[src/rtl/dm_spi_apb_sequencer.sv]
// -----------------------------------------------------------------------------
// dm_spi_apb_sequencer
//   APB master that feeds 16-bit DAC frames to a CoreSPI instance (16-bit APB,
//   7-bit PADDR). After reset it writes CONTROL once. For each accepted frame it
//   rewrites SSEL only when the target slave changes. It polls STATUS until the
//   TX FIFO has space, then writes TXDATA. A PSLVERR or a poll timeout sets the
//   sticky err flag.
//
//   Optional feature macro: DMSEQ_READBACK_EN
//     When defined, each TXDATA write is followed by STATUS polling until the
//     RX FIFO is non-empty, then an RXDATA read that pulses rx_valid/rx_data.
//     When undefined, rx_valid and rx_data are tied to 0.
//
// Ports
//   PCLK, PRESETN            clock, asynchronous active-low reset
//   s_valid/s_ready          frame stream handshake
//   s_data, s_ssel           DAC frame and target slave index
//   err_clr                  one-cycle pulse that clears err
//   busy, err                status (busy = not idle, err = sticky error)
//   rx_valid, rx_data        readback word (readback build only)
//   m_p*                     APB master bus
// -----------------------------------------------------------------------------
module dm_spi_apb_sequencer #(
  parameter logic [6:0]  ADDR_CTRL        = 7'h00,
  parameter logic [6:0]  ADDR_TXDATA      = 7'h0C,
  parameter logic [6:0]  ADDR_STATUS      = 7'h20,
  parameter logic [6:0]  ADDR_SSEL        = 7'h24,
  parameter logic [6:0]  ADDR_RXDATA      = 7'h08,
  parameter logic [15:0] CTRL_INIT        = 16'h0003,
  parameter int          STAT_TXFULL_BIT  = 8,
  parameter int          STAT_RXEMPTY_BIT = 6,
  parameter int          POLL_MAX         = 255
) (
  input  logic        PCLK,
  input  logic        PRESETN,
  input  logic        s_valid,
  output logic        s_ready,
  input  logic [15:0] s_data,
  input  logic [2:0]  s_ssel,
  input  logic        err_clr,
  output logic        busy,
  output logic        err,
  output logic        rx_valid,
  output logic [15:0] rx_data,
  output logic [6:0]  m_paddr,
  output logic        m_psel,
  output logic        m_penable,
  output logic        m_pwrite,
  output logic [15:0] m_pwdata,
  input  logic [15:0] m_prdata,
  input  logic        m_pready,
  input  logic        m_pslverr
);

  typedef enum logic [2:0] {
    ST_INIT,
    ST_IDLE,
    ST_SSEL,
    ST_POLL,
    ST_WRTX
`ifdef DMSEQ_READBACK_EN
    , ST_RXPOLL,
    ST_RDRX
`endif
  } state_e;

  state_e      state_q, state_d;
  logic [7:0]  cnt_q, cnt_d, cnt_inc;
  logic [15:0] data_q, data_d;
  logic [2:0]  tgt_q, tgt_d;
  logic [2:0]  cur_ssel_q, cur_ssel_d;
  logic        ssel_valid_q, ssel_valid_d;
  logic        err_q, err_d, err_set;
  logic        s_ready_q, busy_q;
  logic        psel_q, penable_q, pwrite_q;
  logic [6:0]  paddr_q;
  logic [15:0] pwdata_q;
  logic        launch;     // load a new SETUP phase for state_d at this edge
  logic        xfer_done;  // ACCESS phase completing at this edge

  // Bus attributes of the single transfer each state performs.
  function automatic logic [6:0] addr_of(input state_e st);
    case (st)
      ST_INIT:   return ADDR_CTRL;
      ST_SSEL:   return ADDR_SSEL;
      ST_POLL:   return ADDR_STATUS;
      ST_WRTX:   return ADDR_TXDATA;
`ifdef DMSEQ_READBACK_EN
      ST_RXPOLL: return ADDR_STATUS;
      ST_RDRX:   return ADDR_RXDATA;
`endif
      default:   return 7'h00;
    endcase
  endfunction

  function automatic logic write_of(input state_e st);
    return (st == ST_INIT) || (st == ST_SSEL) || (st == ST_WRTX);
  endfunction

  function automatic logic [15:0] wdata_of(input state_e st, input logic [15:0] d,
                                           input logic [2:0] s);
    case (st)
      ST_INIT: return CTRL_INIT;
      ST_SSEL: return 16'h0001 << s;
      ST_WRTX: return d;
      default: return 16'h0000;
    endcase
  endfunction

`ifdef DMSEQ_READBACK_EN
  logic        rx_fire;
  logic        rx_valid_q;
  logic [15:0] rx_data_q;
`endif

  assign xfer_done = psel_q & penable_q & m_pready;
  assign cnt_inc   = cnt_q + 8'd1;

  always_comb begin
    state_d      = state_q;
    cnt_d        = cnt_q;
    data_d       = data_q;
    tgt_d        = tgt_q;
    cur_ssel_d   = cur_ssel_q;
    ssel_valid_d = ssel_valid_q;
    launch       = 1'b0;
    err_set      = 1'b0;
`ifdef DMSEQ_READBACK_EN
    rx_fire      = 1'b0;
`endif
    case (state_q)
      ST_INIT: begin
        // Bus is idle straight out of reset, so the CONTROL write starts here.
        if (!psel_q) launch = 1'b1;
        else if (xfer_done) state_d = ST_IDLE;
      end
      ST_IDLE: begin
        if (s_valid && s_ready_q) begin
          data_d  = s_data;
          tgt_d   = s_ssel;
          launch  = 1'b1;
          state_d = (!ssel_valid_q || (s_ssel != cur_ssel_q)) ? ST_SSEL : ST_POLL;
        end
      end
      ST_SSEL: begin
        if (xfer_done) begin
          cur_ssel_d   = tgt_q;
          ssel_valid_d = 1'b1;
          state_d      = ST_POLL;
          launch       = 1'b1;
        end
      end
      ST_POLL: begin
        if (xfer_done) begin
          if (!m_prdata[STAT_TXFULL_BIT]) begin
            cnt_d   = 8'd0;
            state_d = ST_WRTX;
            launch  = 1'b1;
          end else if (cnt_inc == 8'(POLL_MAX)) begin
            // Timeout: the frame is dropped.
            cnt_d   = 8'd0;
            err_set = 1'b1;
            state_d = ST_IDLE;
          end else begin
            cnt_d  = cnt_inc;
            launch = 1'b1;
          end
        end
      end
      ST_WRTX: begin
        if (xfer_done) begin
`ifdef DMSEQ_READBACK_EN
          state_d = ST_RXPOLL;
          launch  = 1'b1;
`else
          state_d = ST_IDLE;
`endif
        end
      end
`ifdef DMSEQ_READBACK_EN
      ST_RXPOLL: begin
        if (xfer_done) begin
          if (!m_prdata[STAT_RXEMPTY_BIT]) begin
            cnt_d   = 8'd0;
            state_d = ST_RDRX;
            launch  = 1'b1;
          end else if (cnt_inc == 8'(POLL_MAX)) begin
            cnt_d   = 8'd0;
            err_set = 1'b1;
            state_d = ST_IDLE;
          end else begin
            cnt_d  = cnt_inc;
            launch = 1'b1;
          end
        end
      end
      ST_RDRX: begin
        if (xfer_done) begin
          rx_fire = 1'b1;
          state_d = ST_IDLE;
        end
      end
`endif
      default: state_d = ST_IDLE;
    endcase
    if (xfer_done && m_pslverr) err_set = 1'b1;
    // A new error wins over a simultaneous clear.
    err_d = err_set ? 1'b1 : (err_clr ? 1'b0 : err_q);
  end

  always_ff @(posedge PCLK or negedge PRESETN) begin
    if (!PRESETN) begin
      state_q      <= ST_INIT;
      cnt_q        <= 8'd0;
      data_q       <= 16'h0000;
      tgt_q        <= 3'd0;
      cur_ssel_q   <= 3'd0;
      ssel_valid_q <= 1'b0;
      err_q        <= 1'b0;
      s_ready_q    <= 1'b0;
      busy_q       <= 1'b0;
      psel_q       <= 1'b0;
      penable_q    <= 1'b0;
      pwrite_q     <= 1'b0;
      paddr_q      <= 7'h00;
      pwdata_q     <= 16'h0000;
    end else begin
      state_q      <= state_d;
      cnt_q        <= cnt_d;
      data_q       <= data_d;
      tgt_q        <= tgt_d;
      cur_ssel_q   <= cur_ssel_d;
      ssel_valid_q <= ssel_valid_d;
      err_q        <= err_d;
      s_ready_q    <= (state_d == ST_IDLE);
      busy_q       <= (state_d != ST_IDLE);
      if (launch) begin
        // SETUP may directly follow a completion.
        psel_q    <= 1'b1;
        penable_q <= 1'b0;
        paddr_q   <= addr_of(state_d);
        pwrite_q  <= write_of(state_d);
        pwdata_q  <= wdata_of(state_d, data_d, tgt_d);
      end else if (psel_q && !penable_q) begin
        penable_q <= 1'b1;
      end else if (xfer_done) begin
        psel_q    <= 1'b0;
        penable_q <= 1'b0;
        paddr_q   <= 7'h00;
        pwrite_q  <= 1'b0;
        pwdata_q  <= 16'h0000;
      end
    end
  end

`ifdef DMSEQ_READBACK_EN
  always_ff @(posedge PCLK or negedge PRESETN) begin
    if (!PRESETN) begin
      rx_valid_q <= 1'b0;
      rx_data_q  <= 16'h0000;
    end else begin
      rx_valid_q <= rx_fire;
      if (rx_fire) rx_data_q <= m_prdata;
    end
  end

  assign rx_valid = rx_valid_q;
  assign rx_data  = rx_data_q;
`else
  assign rx_valid = 1'b0;
  assign rx_data  = 16'h0000;

  logic unused_ok;
  assign unused_ok = ^{m_prdata, ADDR_RXDATA, (STAT_RXEMPTY_BIT == 0)};
`endif

  assign s_ready   = s_ready_q;
  assign busy      = busy_q;
  assign err       = err_q;
  assign m_paddr   = paddr_q;
  assign m_psel    = psel_q;
  assign m_penable = penable_q;
  assign m_pwrite  = pwrite_q;
  assign m_pwdata  = pwdata_q;

endmodule

[config.mk]
export PLATFORM = sky130hd
export DESIGN_NAME = dm_spi_apb_sequencer
export DESIGN_NICKNAME = d
export VERILOG_FILES = /design/src/rtl/dm_spi_apb_sequencer.sv
export SDC_FILE = /design/constraint.sdc
export NUM_CORES = 1
export LEC_CHECK = 0
export BUFFER_PORTS_ARGS = -buffer_cell sky130_fd_sc_hd__buf_2
export CAP_MARGIN = 15
export CELL_PAD_IN_SITES_DETAIL_PLACEMENT = 2
export CELL_PAD_IN_SITES_GLOBAL_PLACEMENT = 2
export CORE_MARGIN = 3
export CORE_UTILIZATION = 29
export DETAILED_ROUTE_END_ITERATION = 7
export HOLD_SLACK_MARGIN = 0.08
export PLACE_DENSITY_LB_ADDON = 0.1
export SYNTH_ARGS = -nofsm -noshare
export SYNTH_HDL_FRONTEND = slang
export SYNTH_SLANG_ARGS = --single-unit
[constraint.sdc]
create_clock -name PCLK -period 4.1 [get_ports PCLK]
set_input_delay 0.205 -clock PCLK [delete_from_list [all_inputs] [get_ports PCLK]]
set_output_delay 0.205 -clock PCLK [all_outputs]
set_load 0.005 [all_outputs]
# ---- Yosys cells after proc, flatten, opt, wreduce, memory -nomap -nowiden
# Index checks and enable logic that the tools add are counted.
dict set report word_totals {
  wordCells 89
  reg_bits 63
  in_bits 41
}
dict set report classes {
  eq_ne 12
  shift 1
  n_reduce_logical 16
  muxes 43
  add_sub_neg 1
  n_bitwise 2
}
# operator n
set op_table {}
lappend op_table {{$mux W16} 5}
lappend op_table {{$pmux W16 S3} 1}
lappend op_table {{$mux W3} 9}
lappend op_table {{$mux W7} 3}
lappend op_table {{$mux W1} 20}
lappend op_table {{$pmux W6 S3} 1}
lappend op_table {{$mux W8} 2}
lappend op_table {{$shl A1 B3 Y16 const A} 1}
lappend op_table {{$pmux W3 S5} 1}
lappend op_table {{$eq A3 B2 Y1 const B} 4}
lappend op_table {{$add A8 B1 Y8 const B} 1}
lappend op_table {{$eq A8 B8 Y1 const B} 1}
lappend op_table {{$eq A3 B1 Y1 const B} 2}
lappend op_table {{$eq A3 B3 Y1 const B} 2}
lappend op_table {{$logic_not A3 Y1} 2}
lappend op_table {{$reduce_and A2 Y1} 3}
lappend op_table {{$pmux W1 S4} 1}
lappend op_table {{$reduce_bool A2 Y1} 2}
lappend op_table {{$logic_and A1 B1 Y1} 3}
lappend op_table {{$logic_or A1 B1 Y1} 3}
lappend op_table {{$ne A3 B1 Y1 const B} 1}
lappend op_table {{$ne A3 B3 Y1} 1}
lappend op_table {{$reduce_bool A3 Y1} 1}
lappend op_table {{$and A1 B1 Y1} 2}
lappend op_table {{other kinds (2)} 3}

# ---- Depth between registers and ports, before layout
dict set report logic_depth {
  word_depth 10
  mapped_depth 9
}

# ---- Worst setup path before layout
# Ideal clock, no wire load.
dict set report synth_timing {
  kind {flip-flop to flip-flop}
  startpoint {register cnt_q[0]}
  endpoint {register pwrite_q (netlist: m_pwrite)}
  n_path_buf 1
  stages_incl_launch_ff 9
  t_arrival_ps 1942
  setup_slack_ps 2039
  path_cell_list {dfrtp_1 -> ha_1 -> nand4bb_1 -> o22ai_1 -> a221oi_2 -> o32a_4 -> nand2b_2 -> buf_6 -> a21bo_2}
}
dict set report synth_via {
  elab_chain_cells 10
}
# item line_no
set synth_lines {}
lappend synth_lines {{start: declaration} 68} ;# logic [7:0] cnt_q, cnt_d, cnt_inc;
lappend synth_lines {{start signal: assignment} 229} ;# cnt_q <= cnt_d;
lappend synth_lines {{$add A8 B1 Y8 (*)} 117} ;# assign cnt_inc = cnt_q + 8'd1;
lappend synth_lines {{$eq A8 B8 Y1 (*)} 159} ;# end else if (cnt_inc == 8'(POLL_MAX)) begin
lappend synth_lines {{$mux W3} 159}
lappend synth_lines {{$mux W3} 155} ;# if (!m_prdata[STAT_TXFULL_BIT]) begin
lappend synth_lines {{$mux W3} 154} ;# if (xfer_done) begin
lappend synth_lines {{$pmux W3 S5} 131} ;# case (state_q)
lappend synth_lines {{$eq A3 B2 Y1 or $logic_not A3 Y1 (tied branches)} 97} ;# return (st == ST_INIT) || (st == ST_SSEL) || (st == ST_WRTX);
lappend synth_lines {{$logic_or A1 B1 Y1 (2 in series)} 97}
lappend synth_lines {{$mux W1} 237} ;# if (launch) begin
lappend synth_lines {{end signal: assignment} 242} ;# pwrite_q <= write_of(state_d);
lappend synth_lines {{end: declaration} 75} ;# logic psel_q, penable_q, pwrite_q;
# Mark *: on every way between the ends. The rest lies on a longest branch, timed or not.
# A chain may end at the register's enable or synchronous reset.

# ---- Worst setup path in the final report
dict set report layout_timing {
  startpoint {register state_q[1]}
  endpoint {register pwdata_q[4] (netlist: m_pwdata[4])}
}
dict set report layout_via {
  elab_chain_cells 7
}
# item line_no
set layout_lines {}
lappend layout_lines {{start: declaration} 67} ;# state_e state_q, state_d;
lappend layout_lines {{start signal: assignment} 228} ;# state_q <= state_d;
lappend layout_lines {{$mux W3} 159}
lappend layout_lines {{$mux W3} 155}
lappend layout_lines {{$mux W3} 154}
lappend layout_lines {{$pmux W3 S5} 131}
lappend layout_lines {{$eq A3 B3 Y1, or another cell as far along} 102} ;# case (st)
lappend layout_lines {{$pmux W16 S3} 102}
lappend layout_lines {{$mux W16} 237}
lappend layout_lines {{end signal: assignment} 243} ;# pwdata_q <= wdata_of(state_d, data_d, tgt_d);
lappend layout_lines {{end: declaration} 77} ;# logic [15:0] pwdata_q;
# Several ways; a longest one is shown, not always the timed one.

==> results.json <==
{
  "design_area_um2": 3590,
  "die_x_um": 109,
  "startpoint_type": "flip-flop",
  "clkSlewWorstSetupHoldPaths_ns": 0.07,
  "grt_pass1_vias": 2672,
  "grt_setup_unrepaired": "false",
  "track_usage_pct": 15.4,
  "die_h_um": 109,
  "finClkSkew_ns": 0.00818,
  "crit_path_end_kind": "flip-flop",
  "hp-class": "in2reg",
  "synth_area_per_cell_um2": 10.2,
  "drv_slew": 0,
  "clock_sinks": 59,
  "cts_tree": "built",
  "clockBufferDepth": 2,
  "worstSetupPathType": "reg2reg",
  "pre_cts_ws_ns": 1.61,
  "min_period_ns": 2.45,
  "synth_cells": 298,
  "layout-drive-gt1-share_pct": 22.8,
  "antenna_found_initial": 0,
  "drv_cap": 0,
  "num-nets-final": 398,
  "yosysWarnings": 0,
  "synth_edf_count": 0,
  "core_um2": 10000,
  "ant_nets": 0,
  "status": "completed",
  "grt_max_degree": 31,
  "crit_fanout": 13,
  "syn_area_um2": 3050,
  "vias": 2423,
  "drtPass1Iterations": 4,
  "synthTopCellsByArea": "dfrtp_1 48%, nand2_1 6.3%, buf_4 5.4%",
  "max_slew.worst_pin.slew_ns": 0.861,
  "ys_seq_elements": 59,
  "grt_pass1_wl_mm": 14.0,
  "yosys.area.top_type": "dfrtp_1",
  "fin_tns_setup_ns": 0,
  "ys.flop_type": "dfrtp_1",
  "synth.top_cell.area_share_pct": 48.3,
  "area_growth_pct": 17.6,
  "grt-ovfl-total": 0,
  "h-tree-depth": 3,
  "setup_ws_ns": 1.65,
  "holdWs_ns": 0.0976,
  "dieArea_um2": 11800,
  "clock_latency_ns": 0.34,
  "cp.arrival_ns": 2.71,
  "routed_wl_mm": 8.22,
  "final_cell_count_no_fill": 493,
  "post_cts_resized": 0,
  "required_ns": 4.36,
  "portBuffers": 50,
  "ios": 87,
  "place_congestion": 0.685,
  "vdd_drop_max_uv": 310,
  "p_per_area_nw_per_um2": 566,
  "wl_per_cell_um": 16.7,
  "dpl-instance-area_um2": 3330,
  "drt_iter0_drc": 92,
  "slew_headroom_pct": 42.4,
  "cts_buffers": 9,
  "most-common-layout-cells": "59 x dfrtp_1, 51 x nand2_1, 50 x buf_2",
  "initial_core_util_pct": 30.5,
  "fmax_ghz": 0.408,
  "setup_violations": 0,
  "vias_per_cell": 4.91,
  "fp-row-count": 36,
  "final_common_cell": "dfrtp_1",
  "dp_hpwl_mm": 5.83,
  "hold_viol": 0,
  "place_inst": 470,
  "fin_crit_sh_pct": 59.8,
  "async_reset_ff_share_pct": 100,
  "ys_types": 59,
  "drcViolationCount": 0,
  "ys_seq_area_share_pct": 48.3,
  "p_leak_nw": 1.81,
  "diodes": 0,
  "root_buffer": "clkbuf_8"
}
## routing by layer
layer  GRT usage [%]  vias to the layer above  routed length, um
met2            25.2                       60               3920
met4            6.49                        0                123
met1            19.9                     1236               3830
met3            2.90                        9                349
li1                -                     1118                  -
met5               0                        -                  0
## path summary, 6_finish.rpt
kind | from | end | slack, ns | depth (start not counted)
worst max-delay path | state_q[1] | m_pwdata[4] | 1.65 | 7
worst min-delay path | s_data[1] | data_q[1] | 0.1 | 3
worst max register to register | state_q[1] | m_pwdata[4] | 1.65 | 7
worst min register to register | data_q[9] | data_q[9] | 0.47 | 2
max in group asynchronous | PRESETN | data_q[9] | 2.78 | 3
min in group asynchronous | PRESETN | data_q[2] | 0.45 | 2
## through the flow
stage,total power (W),util [%]
after floorplan,0.00134,-
after global placement,0.00150,33.3
after detailed placement,0.00153,33.3
after CTS,0.00208,35.9
after global routing,0.00221,35.9
final,0.00203,35.9
## logic make-up (layout without fill, tap and decap cells)
| logic type | after synthesis | count (layout) | share of synthesized area [%] |
|---|---|---|---|
| simple gates | 105 | 105 | 18.7 |
| flops | 59 | 59 | 48.3 |
| compound gates | 68 | 68 | 17.4 |
| other cells | 1 | 21 | 0.123 |
| fa+ha+maj | 2 | 2 | 0.819 |
| buf+inv | 46 | 88 | 9.14 |
| xor+xnor | 6 | 6 | 1.72 |
| mux | 11 | 11 | 3.77 |
## final cells by class
cell class                      count  area [um^2]
Clock buffer                       14          153
Fill cell                        1136         6410
Sequential cell                    59         1480
Multi-Input combinational cell    213         1370
Inverter                           12         45.0
Clock inverter                      2         35.0
Tap cell                          133          166
Timing Repair Buffer               60          343
## state kept, by name (all words and copies together) (netlist names)
signal	flops
busy	1
cnt_q	8
cur_ssel_q	3
data_q	16
err	1
m_paddr	3
m_penable	1
m_psel	1
m_pwdata	16
m_pwrite	1
s_ready	1
ssel_valid_q	1
state_q	3
tgt_q	3
## where the power goes
group,total (W),internal [W],switching (W)
sequential,0.000866,0.000748,0.000118
combinational,0.000636,0.000275,0.000361
clock,0.000529,0.000298,0.000231
total,0.00203,0.00132,0.000711
## worst max-delay path: stages (launching register included)
cell and delay [ns]:
dfrtp_1 0.51, nor3b_1 0.28, and3_1 0.67, buf_4 0.31, nand3b_1 0.12, a21o_1 0.20, o22a_1 0.15, o2bb2ai_1 0.12
## what timing repair did
| action | CTS | global route |
|---|---|---|
| hold endpoints to repair | 35 | 0 |
| hold buffers | 7 | 0 |
| buffers inserted | 0 | 0 |
## synth_stat cells (2+ instances only)
master,n
a21o_1,7
buf_4,22
o31ai_1,2
nand3b_1,4
a2bb2oi_1,3
nand2_1,51
o21a_1,2
o21ai_0,12
clkbuf_1,6
a21oi_1,6
nor2b_1,4
o32a_1,2
nand2b_1,7
and3_1,6
xor2_1,3
nand4_1,3
a31oi_1,2
dfrtp_1,59
a22o_1,8
o2bb2ai_1,8
ha_1,2
or3_1,4
mux2_2,4
nor2_1,5
nor3_1,3
mux2i_1,7
nand3_1,5
inv_1,12
xnor2_1,3
buf_2,4
nand4b_1,2
o22ai_1,3
(Power assumes the default switching activity.)
